--- config.mk ---
export PLATFORM = sky130hd
export DESIGN_NAME = pic_ctrl_seq
export DESIGN_NICKNAME = d
export VERILOG_FILES = /design/src/rtl/pic_ctrl_seq.sv
export SDC_FILE = /design/constraint.sdc
export NUM_CORES = 1
export LEC_CHECK = 0
export CAP_MARGIN = 30
export CORE_MARGIN = 10
export CORE_UTILIZATION = 48
export DETAILED_ROUTE_END_ITERATION = 8
export DONT_BUFFER_PORTS = 1
export PLACE_DENSITY = 0.71
export SLEW_MARGIN = 20
export SYNTH_ARGS = -nofsm -noshare
export SYNTH_HDL_FRONTEND = slang
export SYNTH_SLANG_ARGS = --single-unit
export TNS_END_PERCENT = 30
--- constraint.sdc ---
create_clock -name clk -period 5.5 [get_ports clk]
set_clock_uncertainty 0.2 [all_clocks]
set_input_delay 1.1 -clock clk [delete_from_list [all_inputs] [get_ports clk]]
set_output_delay 1.1 -clock clk [all_outputs]
set_load 0.02 [all_outputs]
--- src/rtl/pic_ctrl_seq.sv ---
// pic_ctrl_seq: ICW/OCW write decode and INTA acknowledge sequencing for an 8259-style interrupt controller
module pic_ctrl_seq #(
  parameter int NUM_IRQ = 8,
  localparam int IDX_W = $clog2(NUM_IRQ)
) (
  input  logic               clk,
  input  logic               reset,
  input  logic               wr_stb,
  input  logic               a0,
  input  logic [7:0]         din,
  input  logic               inta_n,
  input  logic               req_valid,
  input  logic [IDX_W-1:0]   req_idx,
  input  logic [IDX_W-1:0]   isr_top_idx,
  input  logic               isr_any,
  output logic               int_out,
  output logic [NUM_IRQ-1:0] mask_out,
  output logic [NUM_IRQ-1:0] irr_clr,
  output logic [NUM_IRQ-1:0] isr_set,
  output logic [NUM_IRQ-1:0] isr_clr,
  output logic [7:0]         vector_out,
  output logic               vector_valid,
  output logic               init_done
);
  typedef enum logic [2:0] {UNINIT, WAIT_ICW2, WAIT_ICW3, WAIT_ICW4, READY} state_t;
  state_t state;
  logic [1:0] icw1, icw4, ack_cnt;
  logic [7:IDX_W] icw2;
  logic [IDX_W-1:0] idx;
  logic spur, inta_q, is_icw1, ocw2, inta_edge, ack_last, aeoi;
  logic [NUM_IRQ-1:0] eoi_mask;
  function automatic logic [NUM_IRQ-1:0] onehot(input logic [IDX_W-1:0] i);
    return {{(NUM_IRQ-1){1'b0}}, 1'b1} << i;
  endfunction
  always_comb begin
    is_icw1 = wr_stb & ~a0 & din[4];
    ocw2 = wr_stb & ~a0 & (din[4:3] == 2'b00) & (state == READY);
    inta_edge = inta_q & ~inta_n & (state == READY);
    ack_last = (ack_cnt != 2'd0) & (ack_cnt == (icw4[0] ? 2'd1 : 2'd2));
    aeoi = inta_edge & ack_last & icw4[1] & ~spur;
    eoi_mask = (ocw2 & (din[7:5] == 3'b001) & isr_any ? onehot(isr_top_idx) : '0)
             | (ocw2 & (din[7:5] == 3'b011) ? onehot(din[IDX_W-1:0]) : '0)
             | (aeoi ? onehot(idx) : '0);
  end
  always_ff @(posedge clk or posedge reset) begin
    if (reset) begin
      state <= UNINIT;
      icw1 <= '0;
      icw2 <= '0;
      icw4 <= '0;
      ack_cnt <= '0;
      idx <= '0;
      spur <= 1'b0;
      inta_q <= 1'b1;
      int_out <= 1'b0;
      mask_out <= '1;
      irr_clr <= '0;
      isr_set <= '0;
      isr_clr <= '0;
      vector_out <= '0;
      vector_valid <= 1'b0;
      init_done <= 1'b0;
    end else begin
      inta_q <= inta_n;
      irr_clr <= '0;
      isr_set <= '0;
      vector_valid <= 1'b0;
      isr_clr <= is_icw1 ? '0 : eoi_mask;
      int_out <= ~is_icw1 & (state == READY) & req_valid & (ack_cnt == 2'd0);
      // ICW1 restarts initialisation and overrides any acknowledge edge in the same cycle
      if (is_icw1) begin
        icw1 <= din[1:0];
        icw4 <= '0;
        ack_cnt <= '0;
        mask_out <= '1;
        state <= WAIT_ICW2;
        init_done <= 1'b0;
      end else begin
        if (wr_stb)
          case (state)
            WAIT_ICW2: begin
              icw2 <= din[7:IDX_W];
              state <= !icw1[1] ? WAIT_ICW3 : icw1[0] ? WAIT_ICW4 : READY;
              init_done <= icw1[1] & ~icw1[0];
            end
            WAIT_ICW3: begin
              state <= icw1[0] ? WAIT_ICW4 : READY;
              init_done <= ~icw1[0];
            end
            WAIT_ICW4: begin
              icw4 <= din[1:0];
              state <= READY;
              init_done <= 1'b1;
            end
            READY: if (a0) mask_out <= din[NUM_IRQ-1:0];
            default: ;
          endcase
        if (inta_edge) begin
          if (ack_cnt == 2'd0) begin
            idx <= req_valid ? req_idx : '1;
            spur <= ~req_valid;
            ack_cnt <= 2'd1;
            isr_set <= req_valid ? onehot(req_idx) : '0;
            irr_clr <= req_valid ? onehot(req_idx) : '0;
          end else if (ack_last) begin
            vector_out <= {icw2, idx};
            vector_valid <= 1'b1;
            ack_cnt <= 2'd0;
          end else
            ack_cnt <= ack_cnt + 2'd1;
        end
      end
    end
  end
endmodule

Word-level counts from Yosys, hierarchy flattened:

Index checks and enable logic that the tools add are counted.

* register bits after elaboration: 54
* output and inout bits: 43

* shift-type cells: 4
* multiplexer cells: 33
* reduce and logical (&&, ||, !) cells: 15
* bitwise operators: 26
* equal/unequal tests: 7
* $add $sub $neg: 1

Operators with widths (number)
* 2-to-1 mux 8 bit: 12
* << shifter 1 x 3 -> 8 bit (first input constant): 4
* bitwise AND 1 bit: 17
* 2-to-1 mux 2 bit: 8
* OR 8 bit: 2
* 2-to-1 mux 3 bit: 5
* nonzero test 2 bit: 6
* == test 3 x 2 -> 1 bit (second input constant): 3
* one-hot mux 3 bit (3 select lines): 1
* AND reduction 3 bit: 3
* NOT 1 bit: 7
* == test 3 x 1 -> 1 bit (second input constant): 2
* 2-to-1 mux 1 bit: 6
* zero test 2 bit: 2
* AND reduction 2 bit: 2
* AND reduction 4 bit: 1
* nonzero test 4 bit: 1
* == test 3 bit (second input constant): 1
* one-hot mux 1 bit (3 select lines): 1
* adder 2 x 1 -> 2 bit (second input constant): 1
* == test 2 bit: 1

Longest topological paths before layout:

Gate-level depths: netlist (run 1).

* depth after elaboration: 10
* depth in mapped cells: 6

Least setup slack after synthesis (run 1):

No wires, ideal clock.

* path type: input-to-reg
* from: in din[4]
* to: reg idx[2]
* setup time: 119 ps
* arrival: 2095 ps
* buffers on the path: 0
* cell stages on the path: 4
* slack: 3087 ps
* path through: and3b_1 nor4b_4 nand3b_4 o21a_1

* longest elaborated chain between the ends: 3

Ends and longest elaborated chain
* start, declared: RTL line 10 `input logic [7:0] din,`
* bitwise AND 1 bit: RTL line 36 `is_icw1 = wr_stb & ~a0 & din[4];`
* NOT 1 bit (no line)
* AND reduction 3 bit (no line)
* end signal, assigned: RTL line 100 `idx <= req_valid ? req_idx : '1;`
* end, declared: RTL line 29 `logic [IDX_W-1:0] idx;`

Every way passes these cells.
A chain may end at the register's enable or synchronous reset.

Final worst setup path (run 1):

Same ends and word-level chain as after synthesis.

==> run_results.csv, run 1 <==
group,metric,value,unit
worst_setup_path,cp.arrival,2.38,ns
grt,grt_pass1_vias,1606,
routing,drt_iter0_markers,67,
synthesis,syn_area,2410,sq um
cts,postCtsSetupBuffers,0,
synthesis,synth_ff_type,"dfrtp_1",
cells_and_area,postLayoutCellArea,2510,sq um
cts,cts_num_sinks,53,
cts,clk_latency,0.30,ns
cells_and_area,fillers,432,
sta,worst_pin_slew,0.684,ns
routing,wl,5.19,mm
placed_design,postPlaceCellArea,2430,sq um
routing,remaining_drc_errors,0,
sta,relSlewSlack,53.7,%
placed_design,place_inst,277,
routing,dr.pass1.iters,4,
cts,clkSlewWorstSetupHoldPaths,0.09,ns
placed_design,gp_congestion,0.807,
grt,track_usage,12.8,%
cts,cts_made_buffers,5,
cells_and_area,drive_gt1_share,17.0,%
cts,h-tree-depth,2,
cells_and_area,antenna_cells,0,
placed_design,port_buffers,0,
grt,grt_pass1_wl,8.40,mm
die,dieArea,8250,sq um
pwr,vdd_drop_max,0.306,mV
pwr,p_per_area,451,nW/um^2
die,start_util,50.3,%
worst_setup_path,cp_max_fo,13,
die,die_width,90.8,um
synthesis,synth_nets,244,
sta,rsz0062_at_grt,"false",
synthesis,ys_warn_count,0,
sta,setup_violations,0,
run,maxCapViolations,0,
routing,drtAntennaViolNets,0,
sta,clock.fmax,421,MHz
synthesis,syn_area_per_cell,10.8,sq um
die,die_h,90.8,um
cts,cts_tree,"yes",
worst_setup_path,end_kind,"register",
synthesis,syn_inst,222,
synthesis,synth_seq_cells,53,
synthesis,synthArstFlopShare,100,%
synthesis,synth_edf_count,0,
synthesis,ys_seq_area_share,55.5,%
die,core-area,4790,sq um
placed_design,dpl_worst_slack,2.77,ns
cts,clockRootBuffer,"clkbuf_8",
routing,wl_per_cell,18.2,um
grt,grt_overflow,0,
cts,cts_resized,0,
routing,viasPerCell,5.60,
pwr,fin_total_pwr,1.13,mW
routing,via_count,1596,
worst_setup_path,required,5.50,ns
placed_design,dp_hpwl,3.97,mm
synthesis,synth.distinct_cells,43,
sta,slew_violations,0,
worst_setup_path,critical_path_class,"input port to register",
cells_and_area,stdcell_count,285,
min_path,min_path_type,"register to register",
cts,cts_buffer_depth,2,
outcome,status,"complete, no violations",
grt,antenna_found_initial,0,
sta,hold_violations,0,
cells_and_area,area_growth_syn_to_layout,4.36,%
die,io_pins,64,
cts,ctsHoldBuffers,0,
sta,finalCritPeriodShare,43.2,%
sta,finalCriticalPeriod,2.37,ns
sta,setup_ws,3.13,ns
die,rows,25,
worst_setup_path,cp-start-kind,"input port",
grt,grt_max_degree,29,
sta,finalSetupTns,0,ns
cells_and_area,fin_nets,239,
pwr,leakage,1.12,nW
==> layout by cell type, fill, tap and decap left out, drive strengths merged, types with 3 or more instances in the layout <==
| cell type | instances |
|---|---|
| a21oi | 9 |
| nor2b | 3 |
| mux2 | 12 |
| o22ai | 8 |
| nor2 | 17 |
| dfrtp | 44 |
| dfstp | 9 |
| o21ai | 7 |
| nand3 | 14 |
| nand2b | 3 |
| nor3b | 4 |
| clkbuf | 6 |
| a31oi | 4 |
| nor3 | 8 |
| inv | 11 |
| nand2 | 25 |
| nand3b | 5 |
==> state kept, by name, summed over array words and instances, names as in the netlist <==
signal	count
idx	3
spur	1
isr_clr	8
isr_set	8
state	3
mask_out	8
ack_cnt	2
icw4	2
icw2	5
int_out	1
icw1	2
vector_out	8
inta_q	1
vector_valid	1
==> area by class of cell <==
type / instances / area (sq um) / share of cell area [%]
tap: 67 / 83.8 / 3.33
inverter: 11 / 41.3 / 1.64
multi-input combinational: 145 / 943 / 37.5
timing repair buffer: 1 / 20.0 / 0.796
clock buffer: 6 / 72.6 / 2.89
sequential: 53 / 1340 / 53.2
clock inverter: 2 / 15.0 / 0.597
==> synth_stat cells (all sizes together) (4+ instances only) <==
| master | instances | area share [%] |
|---|---|---|
| o21ai | 7 | 1.5 |
| nand3 | 14 | 3.3 |
| dfrtp | 44 | 46 |
| nor3b | 4 | 1.2 |
| clkbuf | 4 | 0.62 |
| dfstp | 9 | 9.8 |
| a21oi | 9 | 1.9 |
| nor2 | 17 | 3.0 |
| mux2 | 12 | 5.6 |
| a31oi | 4 | 1.0 |
| o22ai | 8 | 2.1 |
| inv | 11 | 1.7 |
| buf | 9 | 3.0 |
| nand3b | 5 | 2.1 |
| nor3 | 8 | 2.1 |
| nand2 | 25 | 3.9 |
==> per-layer routing <==
| metal | vias up | track usage [%] | part of all wire, % | routed length, um |
|---|---|---|---|---|
| li1 | 768 | - | - | - |
| met2 | 50 | 20.8 | 49 | 2530 |
| met5 | - | 0 | 0 | 0 |
| met4 | 0 | 3.66 | 0.94 | 49 |
| met1 | 773 | 13.9 | 40 | 2080 |
| met3 | 5 | 7.48 | 10 | 533 |
==> worst paths after layout <==
check                                 to     start  cells after the start  slack (ns)
max                               idx[2]    din[4]                      4        3.13
min                              icw2[6]   icw2[6]                      1        0.32
max reg2reg                vector_out[4]  state[2]                      4        3.30
min reg2reg                      icw2[6]   icw2[6]                      1        0.32
max in group asynchronous         inta_q     reset                      2        3.98
min in group asynchronous  vector_out[7]     reset                      1        0.51
==> kinds of logic after synthesis <==
logic type,Yosys count,synth area share [%]
and+or+nand+nor,92,22.4
muxes,14,6.44
AOI/OAI and AO/OA,38,9.77
DFF,53,55.5
adders and majority gates,1,0.519
buffers and inverters,24,5.30
==> critical path, stage by stage <==
cell and delay, ns:
and3b_1 0.33, nor4b_4 0.63, nand3b_4 0.17, o21a_1 0.14
==> metrics by stage <==
stage	util (%)	hold WS [ns]
2_1_floorplan	-	0.258
3_3_place_gp	50.3	0.277
3_5_place_dp	50.7	0.297
4_1_cts	52.5	0.317
5_1_grt	52.5	0.331
6_report	52.5	0.315
==> where the power goes <==
group          switching [mW]  internal [mW]  total [mW]
sequential              0.167          0.513       0.681
clock                   0.124         0.0898       0.214
combinational           0.116          0.122       0.238
total                   0.408          0.725        1.13
(Power assumes the default switching activity.)
==> run 2, diff against run 1 <==
==> constraint.sdc (replaced) <==
create_clock -name clk -period 2.45 [get_ports clk]
set_clock_uncertainty 0.2 [all_clocks]
set_input_delay 0.49 -clock clk [delete_from_list [all_inputs] [get_ports clk]]
set_output_delay 0.49 -clock clk [all_outputs]
set_load 0.02 [all_outputs]
==> run_results.csv, run 2 (synthesis gave the netlist of run 1 again) <==
group,metric,value,unit
worst_setup_path,cp.arrival,2.09,ns
cts,h-tree-depth,2,
sta,rsz0062_at_grt,"false",
placed_design,gp_congestion,0.787,
cells_and_area,regArea,1340,sq um
sta,worst_pin_slew,0.555,ns
worst_setup_path,cp-start-kind,"register",
cells_and_area,postLayoutCellArea,2570,sq um
routing,drt_iter0_markers,133,
grt,grt_max_degree,30,
routing,viasPerCell,5.70,
cts,cts_buffer_depth,2,
min_path,min_path_type,"input port to register",
sta,setup_violations,0,
worst_setup_path,crit_chain,"or3b_4 > nor4b_4 > nand3b_4 > o21a_1",
cells_and_area,multiInputGateArea,943,sq um
sta,hold_violations,0,
cells_and_area,stdcell_count,293,
cts,cts_tree,"yes",
worst_setup_path,path_buf_inv,0,
cells_and_area,area_growth_syn_to_layout,6.91,%
cts,cts_made_buffers,5,
sta,relSlewSlack,63.0,%
cells_and_area,drive_gt1_share,18.6,%
worst_setup_path,required,2.45,ns
pwr,p_seq_share,58.8,%
routing,wl,5.44,mm
die,io_pins,64,
pwr,combPwrFrac,22.5,%
worst_setup_path,critPathTopFamily,"simple AND/OR/NAND/NOR gates",
die,dieArea,8250,sq um
routing,remaining_drc_errors,0,
cells_and_area,layout_commonest_cell,"dfrtp_1",
die,die_h,90.8,um
placed_design,place_inst,283,
worst_setup_path,crit_slowest_cell,"nor4b_4",
sta,finalCritPeriodShare,85.5,%
grt,grt_pass1_vias,1723,
pwr,fin_total_pwr,2.57,mW
die,core-area,4790,sq um
run,maxCapViolations,0,
routing,wl_per_cell,18.6,um
cts,clockRootBuffer,"clkbuf_8",
die,rows,25,
pwr,leakage,1.16,nW
outcome,status,"complete, no violations",
grt,antenna_found_initial,0,
cells_and_area,fillers,428,
routing,via_count,1669,
cts,postCtsSetupBuffers,0,
pwr,vdd_drop_max,0.568,mV
grt,track_usage,13.4,%
routing,dr.pass1.iters,4,
min_path,hold-path-cell-count,1,
sta,clock.fmax,478,MHz
grt,grt_overflow,0,
placed_design,port_buffers,0,
worst_setup_path,cp_max_fo,9,
cts,clk_latency,0.30,ns
die,start_util,50.3,%
routing,drtAntennaViolNets,0,
sta,finalSetupTns,0,ns
cells_and_area,layout_common_cells,"dfrtp_1 (44), nand2_1 (25), nor2_1 (16)",
placed_design,postPlaceCellArea,2470,sq um
worst_setup_path,critical_path_class,"register to register",
pwr,p_int,1.65,mW
pwr,p_switching,0.923,mW
cts,clkSlewWorstSetupHoldPaths,0.09,ns
worst_setup_path,end_kind,"register",
cts,cts_resized,0,
pwr,p_sw_share,35.9,%
grt,grt_pass1_wl,9.07,mm
worst_setup_path,worstSetupPathDepth,4,
cells_and_area,antenna_cells,0,
cells_and_area,final_util,53.8,%
sta,finalCriticalPeriod,2.09,ns
sta,slew_violations,0,
die,die_width,90.8,um
cts,cts_num_sinks,53,
worst_setup_path,reg2reg_depth,4,
pwr,p_per_area,998,nW/um^2
cells_and_area,fin_nets,247,
pwr,pwr-share-clk,18.7,%
worst_setup_path,slowest_delay,0.55,ns
placed_design,dp_hpwl,4.04,mm
-- run 2: area by class of cell --
type	count	share of cell area, %
sequential	53	51.9
inverter	11	1.60
multi-input combinational	145	36.6
tap	67	3.26
timing repair buffer	9	3.30
clock buffer	7	2.96
clock inverter	1	0.292
-- run 2: repair_timing --
item	in CTS	in global routing
setup endpoints to repair	0	0
hold buffers	2	0
endpoints found under the hold margin	17	0
-- run 2: path summary, 6_finish.rpt --
kind	to	from	slack, ns
min reg2reg	vector_out[4]	icw2[4]	0.31
min in group asynchronous	vector_out[6]	reset	0.48
min	isr_set[4]	req_idx[1]	0.04
max	idx[2]	state[0]	0.36
max in group asynchronous	inta_q	reset	0.96
max reg2reg	idx[2]	state[0]	0.36
-- run 2: power groups by stage --
stage	Combinational, mW	Sequential, mW	Clock [mW]
5_1_grt	0.673	1.55	0.529
4_1_cts	0.586	1.52	0.494
3_3_place_gp	0.560	1.52	0
2_1_floorplan	0.498	1.45	0
3_5_place_dp	0.579	1.53	0
6_report	0.579	1.51	0.480
-- run 2: metrics by stage --
stage	setup WS [ns]	hold slack (ns)
after global routing	0.219	0.0128
final	0.356	0.0383
after global placement	0.397	0.245
after CTS	0.352	0.0266
after detailed placement	0.364	0.251
after floorplan	0.435	0.258
-- run 2: per-layer routing --
metal	wire length (um)	GRT usage [%]	up-vias	part of all wire, %
met5	0	0	-	0
met4	98	4.96	0	1.8
met3	499	5.99	8	9.2
met2	2620	21.2	58	48
met1	2220	15.5	816	41
li1	-	-	787	-
==> run 3, diff against run 2 <==
--- a/config.mk
+++ b/config.mk
@@ -11,7 +11,8 @@
 export DETAILED_ROUTE_END_ITERATION = 8
 export DONT_BUFFER_PORTS = 1
 export PLACE_DENSITY = 0.71
-export SLEW_MARGIN = 20
+export SKIP_CTS_REPAIR_TIMING = 1
+export SLEW_MARGIN = 25
 export SYNTH_ARGS = -nofsm -noshare
 export SYNTH_HDL_FRONTEND = slang
 export SYNTH_SLANG_ARGS = --single-unit
==> run_results.csv, run 3 (synthesis gave the netlist of run 1 again) <==
group,metric,value,unit
worst_setup_path,required,2.45,ns
min_path,hold-path-cell-count,1,
die,die_width,90.8,um
routing,viasPerCell,5.70,
cts,h-tree-depth,2,
die,start_util,50.3,%
cts,cts_tree,"yes",
routing,drt_iter0_markers,143,
placed_design,port_buffers,0,
die,rows,25,
sta,worst_pin_slew,0.555,ns
routing,via_count,1669,
pwr,vdd_drop_max,0.568,mV
min_path,min_path_type,"input port to register",
routing,drtAntennaViolNets,0,
outcome,status,"complete, no violations",
placed_design,dp_hpwl,4.04,mm
routing,remaining_drc_errors,0,
sta,finalSetupTns,0,ns
cells_and_area,fillers,428,
cts,cts_buffer_depth,2,
cells_and_area,area_growth_syn_to_layout,6.91,%
worst_setup_path,worstSetupPathDepth,4,
worst_setup_path,path_buf_inv,0,
placed_design,postPlaceCellArea,2470,sq um
cells_and_area,drive_gt1_share,18.6,%
grt,grt_overflow,0,
grt,track_usage,13.3,%
cts,cts_made_buffers,5,
run,maxCapViolations,0,
worst_setup_path,end_kind,"register",
worst_setup_path,critical_path_class,"register to register",
worst_setup_path,r2r-start,"state[0]",
min_path,hp-start,"req_idx[1]",
routing,wl_per_cell,18.6,um
grt,grt_pass1_vias,1708,
cts,cts_num_sinks,53,
grt,grt_pass1_wl,9.03,mm
grt,antenna_found_initial,0,
cells_and_area,postLayoutCellArea,2570,sq um
worst_setup_path,slowest_delay,0.55,ns
sta,relSlewSlack,63.0,%
worst_setup_path,regToRegSetupSlack,0.36,ns
worst_setup_path,cp.arrival,2.09,ns
worst_setup_path,crit_slowest_cell,"nor4b_4",
grt,grt_max_degree,30,
worst_setup_path,crit_chain,"or3b_4 > nor4b_4 > nand3b_4 > o21a_1",
sta,holdWs,0.0383,ns
cells_and_area,fin_nets,247,
sta,slew_violations,0,
die,core-area,4790,sq um
sta,rsz0062_at_grt,"false",
cells_and_area,layout_common_cells,"dfrtp_1 (44), nand2_1 (25), nor2_1 (16)",
worst_setup_path,crit_start,"state[0]",
routing,wl,5.44,mm
placed_design,gp_congestion,0.787,
pwr,leakage,1.16,nW
worst_setup_path,reg2reg_depth,4,
worst_setup_path,critPathTopFamily,"simple AND/OR/NAND/NOR gates",
die,die_h,90.8,um
cts,clk_latency,0.30,ns
sta,finalCritPeriodShare,85.5,%
sta,clock.fmax,478,MHz
sta,hold_violations,0,
routing,dr.pass1.iters,4,
worst_setup_path,cp-start-kind,"register",
cts,clkSlewWorstSetupHoldPaths,0.09,ns
cells_and_area,antenna_cells,0,
sta,setup_violations,0,
cells_and_area,layout_commonest_cell,"dfrtp_1",
cts,clockRootBuffer,"clkbuf_8",
die,dieArea,8250,sq um
sta,finalCriticalPeriod,2.09,ns
pwr,p_per_area,998,nW/um^2
worst_setup_path,cp_max_fo,9,
die,io_pins,64,
-- run 3: cell counts in the layout (fill, tap and decap cells not counted) --
No cell type changed its count.
-- run 3: layout make-up --
type / instances / area (sq um) / share of cell area [%]
Tap cell: 67 / 83.8 / 3.26
Sequential cell: 53 / 1340 / 51.9
Multi-Input combinational cell: 145 / 943 / 36.6
Clock buffer: 7 / 76.3 / 2.96
Inverter: 11 / 41.3 / 1.60
Timing Repair Buffer: 9 / 85.1 / 3.30
Clock inverter: 1 / 7.51 / 0.292
-- run 3: final timing paths --
kind,end
worst max register to register,idx[2]
max in group asynchronous,inta_q
worst max-delay path,idx[2]
worst min-delay path,isr_set[4]
min in group asynchronous,vector_out[6]
worst min register to register,vector_out[4]
-- run 3: metal layers --
metal,GRT usage (%),routed length (um),vias to the layer above
li1,-,-,787
met1,15.5,2220,816
met2,21.2,2620,58
met3,5.90,499,8
met4,4.96,98,0
met5,0,0,-
-- run 3: report_power, final --
part | internal (mW) | switching [mW]
Clock | 0.203 | 0.277
Sequential | 1.15 | 0.360
Combinational | 0.292 | 0.286
Total | 1.65 | 0.923
-- run 3: metrics by stage --
| step | setup WS (ns) | util, % | total power, mW | cells |
|---|---|---|---|---|
| after floorplan | 0.435 | - | 1.95 | 222 |
| after global placement | 0.397 | 51.6 | 2.08 | 283 |
| after detailed placement | 0.364 | 51.6 | 2.11 | 283 |
| after CTS | 0.352 | 53.4 | 2.59 | 291 |
| after global routing | 0.219 | 53.8 | 2.76 | 293 |
| final | 0.356 | 53.8 | 2.57 | 293 |
